File: config.mk
export PLATFORM = sky130hd
export DESIGN_NAME = insn_seq
export DESIGN_NICKNAME = d
export VERILOG_FILES = /design/src/rtl/insn_seq.sv
export SDC_FILE = /design/constraint.sdc
export NUM_CORES = 1
export LEC_CHECK = 0
export ABC_CLOCK_PERIOD_IN_PS = 3100
export BUFFER_PORTS_ARGS = -buffer_cell sky130_fd_sc_hd__buf_4
export CAP_MARGIN = 20
export CORE_ASPECT_RATIO = 1.75
export CORE_MARGIN = 3
export CORE_UTILIZATION = 48
export DETAILED_ROUTE_END_ITERATION = 8
export GPL_TIMING_DRIVEN = 0
export PLACE_DENSITY = 0.8
export SLEW_MARGIN = 5
export SYNTH_ARGS = -nofsm -noshare
export SYNTH_HDL_FRONTEND = slang
export SYNTH_SLANG_ARGS = --single-unit
File: constraint.sdc
create_clock -name clk -period 3.1 [get_ports clk]
set_input_delay 0.62 -clock clk [delete_from_list [all_inputs] [get_ports clk]]
set_output_delay 0.62 -clock clk [all_outputs]
set_load 0.05 [all_outputs]
File: src/rtl/insn_seq.sv
// Instruction sequencer: fetches from instruction SRAM, holds the config register file,
// and dispatches non-blocking engine starts with nested hardware loops and barrier sync.
//
// state | meaning
// IDLE  | waiting for start
// DEC   | decoding idata at iaddr, one instruction per cycle
// STALL | held RUN waiting for its engine to finish
// SYNC  | barrier: waiting for all engines idle
// DRAIN | EOC seen, waiting for all engines idle before HALT
// HALT  | program complete, done asserted, frozen until rst
// ERR   | illegal op, loop over/underflow or bad engine id, frozen until rst
module insn_seq #(
    parameter int IADDR_W    = 13,
    parameter int DATA_W     = 32,
    parameter int OP_W       = 5,
    parameter int NUM_ENG    = 4,
    parameter int NUM_CFG    = 16,
    parameter int LOOP_DEPTH = 2
) (
    input  logic                                clk,
    input  logic                                rst,
    input  logic                                start,
    output logic [IADDR_W-1:0]                  iaddr,
    input  logic [DATA_W-1:0]                   idata,
    output logic [NUM_ENG-1:0]                  eng_start,
    output logic [DATA_W-OP_W-4:0]              eng_arg,
    input  logic [NUM_ENG-1:0]                  eng_done,
    output logic [NUM_CFG*(DATA_W-OP_W-4)-1:0]  cfg_flat,
    output logic                                busy,
    output logic                                done,
    output logic                                err
);
    localparam int ARG_W = DATA_W - OP_W - 3;
    localparam int CFG_W = DATA_W - OP_W - 4;
    localparam int SP_W  = $clog2(LOOP_DEPTH + 1);

    localparam logic [OP_W-1:0] OP_NOP  = OP_W'(0);
    localparam logic [OP_W-1:0] OP_CFG  = OP_W'(1);
    localparam logic [OP_W-1:0] OP_RUN  = OP_W'(2);
    localparam logic [OP_W-1:0] OP_LOOP = OP_W'(3);
    localparam logic [OP_W-1:0] OP_ENDL = OP_W'(4);
    localparam logic [OP_W-1:0] OP_SYNC = OP_W'(5);
    localparam logic [OP_W-1:0] OP_EOC  = OP_W'(31);

    typedef enum logic [2:0] {
        S_IDLE, S_DEC, S_STALL, S_SYNC, S_DRAIN, S_HALT, S_ERR
    } state_t;

    state_t               state_q, state_d;
    logic [IADDR_W-1:0]   iaddr_q, iaddr_d;
    logic [CFG_W-1:0]     cfg_q [NUM_CFG];
    logic [CFG_W-1:0]     cfg_d [NUM_CFG];
    logic [IADDR_W-1:0]   lp_start_q [LOOP_DEPTH];
    logic [IADDR_W-1:0]   lp_start_d [LOOP_DEPTH];
    logic [15:0]          lp_cnt_q [LOOP_DEPTH];
    logic [15:0]          lp_cnt_d [LOOP_DEPTH];
    logic [SP_W-1:0]      sp_q, sp_d;
    logic [NUM_ENG-1:0]   eng_busy_q, eng_busy_d;
    logic [NUM_ENG-1:0]   eng_start_q, eng_start_d;
    logic [ARG_W-1:0]     eng_arg_q, eng_arg_d;
    logic                 done_q, done_d;
    logic                 err_q, err_d;

    logic [OP_W-1:0]      op;
    logic [2:0]           eid;
    logic [ARG_W-1:0]     arg;
    logic [3:0]           cidx;
    logic [CFG_W-1:0]     cval;
    logic [15:0]          lcnt;

    logic                 issue, run_ok, eid_bad;
    logic [IADDR_W-1:0]   iaddr_inc, top_start;
    logic [15:0]          top_cnt;
    logic [NUM_ENG-1:0]   pending;

    assign op   = idata[DATA_W-1 -: OP_W];
    assign eid  = idata[DATA_W-OP_W-1 -: 3];
    assign cidx = idata[DATA_W-OP_W-1 -: 4];
    assign arg  = idata[ARG_W-1:0];
    assign cval = idata[CFG_W-1:0];
    assign lcnt = idata[15:0];

    always_ff @(posedge clk) begin
        if (rst) begin
            state_q     <= S_IDLE;
            iaddr_q     <= '0;
            sp_q        <= '0;
            eng_busy_q  <= '0;
            eng_start_q <= '0;
            eng_arg_q   <= '0;
            done_q      <= 1'b0;
            err_q       <= 1'b0;
            for (int k = 0; k < NUM_CFG; k++) cfg_q[k] <= '0;
            for (int i = 0; i < LOOP_DEPTH; i++) begin
                lp_start_q[i] <= '0;
                lp_cnt_q[i]   <= '0;
            end
        end else begin
            state_q     <= state_d;
            iaddr_q     <= iaddr_d;
            sp_q        <= sp_d;
            eng_busy_q  <= eng_busy_d;
            eng_start_q <= eng_start_d;
            eng_arg_q   <= eng_arg_d;
            done_q      <= done_d;
            err_q       <= err_d;
            cfg_q       <= cfg_d;
            lp_start_q  <= lp_start_d;
            lp_cnt_q    <= lp_cnt_d;
        end
    end

    always_comb begin
        state_d    = state_q;
        iaddr_d    = iaddr_q;
        cfg_d      = cfg_q;
        sp_d       = sp_q;
        lp_start_d = lp_start_q;
        lp_cnt_d   = lp_cnt_q;
        eng_arg_d  = eng_arg_q;
        done_d     = done_q;
        err_d      = err_q;
        issue      = 1'b0;
        iaddr_inc  = iaddr_q + IADDR_W'(1);
        pending    = eng_busy_q & ~eng_done;
        eid_bad    = int'(eid) >= NUM_ENG;

        // A done arriving this cycle frees the engine for an immediate restart.
        run_ok = 1'b0;
        for (int e = 0; e < NUM_ENG; e++)
            if (int'(eid) == e) run_ok = !eng_busy_q[e] || eng_done[e];

        top_start = '0;
        top_cnt   = '0;
        for (int i = 0; i < LOOP_DEPTH; i++)
            if (int'(sp_q) == i + 1) begin
                top_start = lp_start_q[i];
                top_cnt   = lp_cnt_q[i];
            end

        case (state_q)
            S_IDLE: if (start) begin
                state_d = S_DEC;
                iaddr_d = '0;
            end
            S_DEC: case (op)
                OP_NOP: iaddr_d = iaddr_inc;
                OP_CFG: begin
                    for (int k = 0; k < NUM_CFG; k++)
                        if (int'(cidx) == k) cfg_d[k] = cval;
                    iaddr_d = iaddr_inc;
                end
                OP_RUN: begin
                    if (eid_bad) state_d = S_ERR;
                    else if (run_ok) begin
                        issue   = 1'b1;
                        iaddr_d = iaddr_inc;
                    end else state_d = S_STALL;
                end
                OP_LOOP: begin
                    if (int'(sp_q) == LOOP_DEPTH) state_d = S_ERR;
                    else begin
                        for (int i = 0; i < LOOP_DEPTH; i++)
                            if (int'(sp_q) == i) begin
                                lp_start_d[i] = iaddr_inc;
                                lp_cnt_d[i]   = (lcnt == 16'd0) ? 16'd1 : lcnt;
                            end
                        sp_d    = sp_q + SP_W'(1);
                        iaddr_d = iaddr_inc;
                    end
                end
                OP_ENDL: begin
                    if (sp_q == '0) state_d = S_ERR;
                    else if (top_cnt > 16'd1) begin
                        for (int i = 0; i < LOOP_DEPTH; i++)
                            if (int'(sp_q) == i + 1) lp_cnt_d[i] = top_cnt - 16'd1;
                        iaddr_d = top_start;
                    end else begin
                        sp_d    = sp_q - SP_W'(1);
                        iaddr_d = iaddr_inc;
                    end
                end
                OP_SYNC: state_d = S_SYNC;
                OP_EOC:  state_d = S_DRAIN;
                default: state_d = S_ERR;
            endcase
            // iaddr is held during the stall, so idata still presents the same RUN.
            S_STALL: if (run_ok) begin
                issue   = 1'b1;
                iaddr_d = iaddr_inc;
                state_d = S_DEC;
            end
            S_SYNC: if (pending == '0) begin
                iaddr_d = iaddr_inc;
                state_d = S_DEC;
            end
            S_DRAIN: if (pending == '0) begin
                state_d = S_HALT;
                done_d  = 1'b1;
            end
            default: ;
        endcase

        if (state_d == S_ERR) err_d = 1'b1;

        eng_start_d = '0;
        for (int e = 0; e < NUM_ENG; e++)
            eng_start_d[e] = issue && (int'(eid) == e);
        if (issue) eng_arg_d = arg;
        eng_busy_d = pending | eng_start_d;
    end

    always_comb begin
        iaddr     = iaddr_q;
        eng_start = eng_start_q;
        eng_arg   = eng_arg_q;
        done      = done_q;
        err       = err_q;
        busy      = !(state_q == S_IDLE || state_q == S_HALT || state_q == S_ERR);
        cfg_flat  = '0;
        for (int k = 0; k < NUM_CFG; k++)
            cfg_flat[k*CFG_W +: CFG_W] = cfg_q[k];
    end
endmodule

## After elaboration in Yosys (flattened, before gate mapping)

Cells that the tools add are included.

| cells by class | value |
|---|---|
| multiply operators | 0 |
| shift-type cells | 0 |
| $lt $le $gt $ge | 2 |
| reduce and logical (&&, ||, !) cells | 49 |
| add/sub/neg operators | 4 |
| bitwise gates (word level) | 4 |
| divide/modulo/power cells | 0 |
| mux-type cells | 44 |
| equal/unequal tests | 47 |

Operators by type and width:

| cell | count |
|---|---|
| $mux W13 | 9 |
| $mux W16 | 7 |
| $pmux W13 S4 | 2 |
| $mux W32 | 3 |
| $pmux W32 S2 | 1 |
| $reduce_and A3 Y1 | 16 |
| $eq A4 B4 Y1 const B | 8 |
| $mux W3 | 8 |
| $reduce_and A7 Y1 | 3 |
| $ne A2 B2 Y1 const B | 10 |
| $eq A3 B3 Y1 const B | 6 |
| $pmux W3 S6 | 1 |
| $eq A4 B3 Y1 const B | 4 |
| $gt A16 B1 Y1 const B | 1 |
| $logic_not A16 Y1 | 1 |
| $sub A16 B1 Y16 const B | 1 |
| $pmux W3 S5 | 1 |
| $add A13 B1 Y13 const B | 1 |
| $eq A5 B2 Y1 const B | 2 |
| $eq A5 B3 Y1 const B | 2 |
| $eq A3 B2 Y1 const B | 3 |
| $ne A3 B3 Y1 const B | 3 |
| $eq A4 B2 Y1 const B | 2 |
| $logic_not A4 Y1 | 2 |
| other kinds (29) | 53 |

| word-level totals | value |
|---|---|
| latch bits | 0 |
| memories | 0 |
| flip-flop bits (word level) | 478 |
| ROM bits | 0 |
| RAM bits | 0 |
| output and inout port bits | 412 |
| word-level logic and storage cells | 178 |

## Logic depth before layout (Yosys ltp)

| logic depth | value |
|---|---|
| word-level depth | 12 |
| depth in mapped cells | 14 |
| depth with buffers taken out | 10 |

## Worst setup path after synthesis

OpenSTA, ideal clock, no wires.

| timing | value |
|---|---|
| path type | reg-to-reg |
| start | register sp_q[1] |
| end | register lp_cnt_q[11] (netlist name) |
| path slack | -112 ps |
| arrival | 3,132 ps |
| data required time | 3,019 ps |
| clock period less this slack | 3,212 ps |
| cell stages (with the launch flop) | 15 |
| cell sequence | dfxtp_1 > buf_2 > nor2b_1 > buf_2 > buf_1 > clkbuf_1 > a22oi_1 > ha_1 > nor2_1 > or3_1 > o31a_1 > a21o_1 > buf_2 > buf_6 > a211oi_2 |

| between the ends | value |
|---|---|
| word-level cells in the longest chain between the ends | 8 |
| elaborated cells on any way between the ends | 17 |
| those cells by class | add/sub (1); order compare (1); eq/ne (7); mux (6); reduce/logical (2) |

RTL lines:

| element | line | text |
|---|---|---|
| from (decl) | 57 | `logic [SP_W-1:0] sp_q, sp_d;` |
| from (signal assigned) | 101 | `sp_q <= sp_d;` |
| $eq A2 B2 Y1 | 136, 164 |  |
| $mux W16 (2 in series) | 136 | `if (int'(sp_q) == i + 1) begin` |
| $sub A16 B1 Y16 | 176 | `if (int'(sp_q) == i + 1) lp_cnt_d[i] = top_cnt - 16'd1;` |
| $mux W16 | 176 |  |
| $mux W32 | 174 | `else if (top_cnt > 16'd1) begin` |
| $mux W32 | 173 | `if (sp_q == '0) state_d = S_ERR;` |
| $pmux W32 S2 | 146 | `S_DEC: case (op)` |
| to (signal assigned) | 109 | `lp_cnt_q <= lp_cnt_d;` |
| to (decl) | 55 | `logic [15:0] lp_cnt_q [LOOP_DEPTH];` |

Parallel ways exist; a longest one is shown, timed or not. The select of a mux whose other input is x is not followed.
A chain may end at the register's enable or synchronous reset.

## Worst setup path after layout

| timing | value |
|---|---|
| start | register sp_q[1] |
| end | register lp_cnt_q[15] (netlist name) |

The elaborated chain is that of the path after synthesis.

==> run_results.csv <==
group,metric,value,unit
grt,grt_overflow,0,
final_layout,multi_input_area,8118,sq um
grt,grt_usage,0.3443,
setup_path,cp-start-kind,"register",
floorplan,rows,94,
final_layout,fin_util,0.6337,
detailed_routing,postRouteWirelength,74.72,mm
sta,slew_headroom,0.1717,
setup_path,crit_path_start,"sp_q[1]",
final_layout,synthToLayoutAreaGrowth,30.13,%
placement,numPortBuffers,426,
final_layout,nFillCells,3234,
clock_network,cts_sinks,478,
run,max_cap_violations,0,
sta,final.min_clock_period,3013,ps
detailed_routing,drt_first_pass_iters,6,
detailed_routing,ant_nets,0,
yosys,syn_area,18380,sq um
clock_network,htreeDepth,2,
final_layout,drive_above_1_share,0.2163,
setup_path,critical_path_class,"register to register",
yosys,async_reset_ff_frac,0,
sta,setup_viol_count_final,0,
floorplan,die-width,153.9,um
min_path,min_from,"idata[23]",
clock_network,clkLatencyLatePin,570,ps
setup_path,critPathArrivalTime,3470,ps
clock_network,cts-root-buf,"clkbuf_16",
detailed_routing,viasPerCell,5.749,
detailed_routing,drc,0,
grt,grt_pass1_wl,109.2,mm
floorplan,dieArea,40780,sq um
clock_network,holdBufCountCts,0,
floorplan,start_util,0.4869,
yosys,syn_area_per_cell,7.860,sq um
clock_network,clockBufferDepth,3,
sta,fin_ws,86.95,ps
power_and_ir_drop,ir_drop,442.1,uV
clock_network,cts_buffers,41,
grt,grt_pass1_vias,18332,
sta,fin_crit_sh,0.9720,
floorplan,pin_count,451,
power_and_ir_drop,leakagePower,8.949,nW
detailed_routing,vias,19138,
grt,grt_max_degree,17,
setup_path,endpoint_kind,"register",
setup_path,worstPathRequired,3560,ps
final_layout,final-instance-count-excl-fill,3329,
yosys,synth_seq_cells,478,
sta,fin_skew,29.49,ps
setup_path,cp_max_fo,19,
yosys,synth-edff-count,0,
min_path,hold_path_class,"input port to register",
placement,dp.cells,3245,
sta,fmax,331.9,MHz
yosys,synth_area_leaders,"dfxtp_1 52%, nand2_1 17%, a21oi_1 12%",
yosys,seq_area_frac_synth,0.5205,
sta,hold_viol_final,0,
clock_network,clkTransAtPathRegs,70,ps
final_layout,finalNetCount,2860,
setup_path,r2r_start,"sp_q[1]",
yosys,yosysWarnings,0,
yosys,yosysTopAreaCell,"dfxtp_1",
sta,tightestPinTransition,1242,ps
yosys,syn-instance-count,2339,
grt,antenna_found_initial,1,
outcome,status,"complete, no violations",
placement,place_hpwl,54.82,mm
detailed_routing,first_iter_violations,1714,
final_layout,seq_area,9573,sq um
sta,rsz0062_at_grt,"true",
clock_network,tritoncts,"done",
floorplan,core,37750,sq um
placement,gp_congestion,0.9391,
sta,drv_slew,0,
placement,pre_cts_ws,-1024,ps
yosys,synth.net_count,2381,
floorplan,die_h,264.9,um
yosys,netlist.area_leader.share,0.5205,
power_and_ir_drop,p_per_area,515.6,nW/um^2
yosys,synthFlopType,"dfxtp_1",
detailed_routing,wl_per_cell,22.44,um
yosys,ys_types,64,
## metal layers
metal  part of all wire  GRT usage  vias to the layer above
met1               0.34     0.3795                     9023
met5                  0          0                        -
met4              0.081     0.2358                        0
li1                   -          -                     8693
met2               0.49     0.5983                     1128
met3              0.085    0.06125                      294
## cell type report
| cell class | count | share of cell area |
|---|---|---|
| Buffer | 200 | 0.03949 |
| Timing Repair Buffer | 437 | 0.1370 |
| Inverter | 9 | 0.001412 |
| Antenna cell | 1 | 0.0001046 |
| Multi-Input combinational cell | 1651 | 0.3393 |
| Clock buffer | 59 | 0.04953 |
| Clock inverter | 14 | 0.007845 |
| Sequential cell | 478 | 0.4002 |
| Tap cell | 480 | 0.02510 |
## worst max-delay path: stages (launching register included)
cell and delay, ps:
dfxtp_4 370, buf_6 140, nor2b_4 140, buf_6 120
buf_8 160, a22oi_2 230, ha_2 240, nor2_1 60
or3_4 350, o31a_1 320, a21o_1 240, buf_6 160
buf_8 150, a211oi_1 210
## logic make-up after synthesis
kind of cell	Yosys count	synth area share
compound gates	566	0.1766
xor+xnor	21	0.01000
simple gates	1044	0.2319
fa+ha+maj	3	0.002042
flops	478	0.5205
mux	17	0.009936
buf+inv	210	0.04893
## per-stage QoR
stage	setup TNS [ps]	power (mW)	hold WS [ps]	cell area [sq um]
after detailed placement	-40510	7.045	446.6	22200
after global placement	-39140	7.036	443.5	22200
after global routing	-169.9	12.59	372.3	23920
final	0	12.33	359.5	23920
after floorplan	0	6.743	447.1	18400
after CTS	0	12.28	337.1	23740
## flip-flops by register name, summed over array words and instances (netlist names)
name        count
iaddr          13
sp_q            2
lp_cnt_q       32
eng_start       4
cfg_flat      368
eng_arg        24
lp_start_q     26
done            1
eng_busy_q      4
state_q         3
err             1
## layout by cell type, fill, tap and decap left out, types with 10 or more instances in the layout
cell type | Yosys | routed
nor2_1 | 103 | 100
dfxtp_1 | 478 | 477
a22o_1 | 11 | 11
buf_4 | 8 | 444
a21oi_1 | 424 | 422
nand3_1 | 26 | 26
nand2_1 | 820 | 819
buf_6 | 3 | 10
a211oi_2 | 8 | 12
nand2b_1 | 19 | 19
xor2_1 | 13 | 13
mux2i_1 | 16 | 15
buf_2 | 46 | 42
a211oi_1 | 43 | 39
a22oi_1 | 21 | 19
clkbuf_16 | 0 | 42
clkbuf_1 | 141 | 144
## report_power, final
group / leakage, nW / switching, mW / total (mW) / internal [mW]
Clock: 0.675 / 2.38 / 5.39 / 3.01
Sequential: 3.85 / 0.0254 / 6.19 / 6.16
Combinational: 4.42 / 0.590 / 0.756 / 0.166
Total: 8.95 / 3.00 / 12.3 / 9.33
## worst paths after layout
check | depth (start not counted) | slack [ps] | endpoint
max reg2reg | 13 | 90 | lp_cnt_q[15]
max | 13 | 90 | lp_cnt_q[15]
min reg2reg | 2 | 460 | cfg_flat[174]
min | 3 | 360 | eng_arg[23]
## synthesized netlist by cell type (5+ instances only)
library cell and n:
nand2_1 820, dfxtp_1 478, a21oi_1 424, clkbuf_1 141, nor2_1 103, buf_2 46, a211oi_1 43, nand3_1 26
a22oi_1 21, nand2b_1 19, mux2i_1 16, xor2_1 13, a22o_1 11, nor3_1 11, a2bb2oi_1 10, inv_1 9
nor2b_1 9, o21ai_0 9, a211oi_2 8, buf_4 8, xnor2_1 8, and3_1 7, a31oi_1 6, and2_1 6
nor4_1 6, nand4_1 5, nor3_2 5, o22ai_1 5
## timing repair
action / CTS / global route
buffers inserted: 7 / 3
gates cloned: 0 / 1
pin swaps: 5 / 7
gates resized for setup: 34 / 39
endpoints found under the setup margin: 47 / 152
No activity file was read; power rests on OpenSTA's default activity.
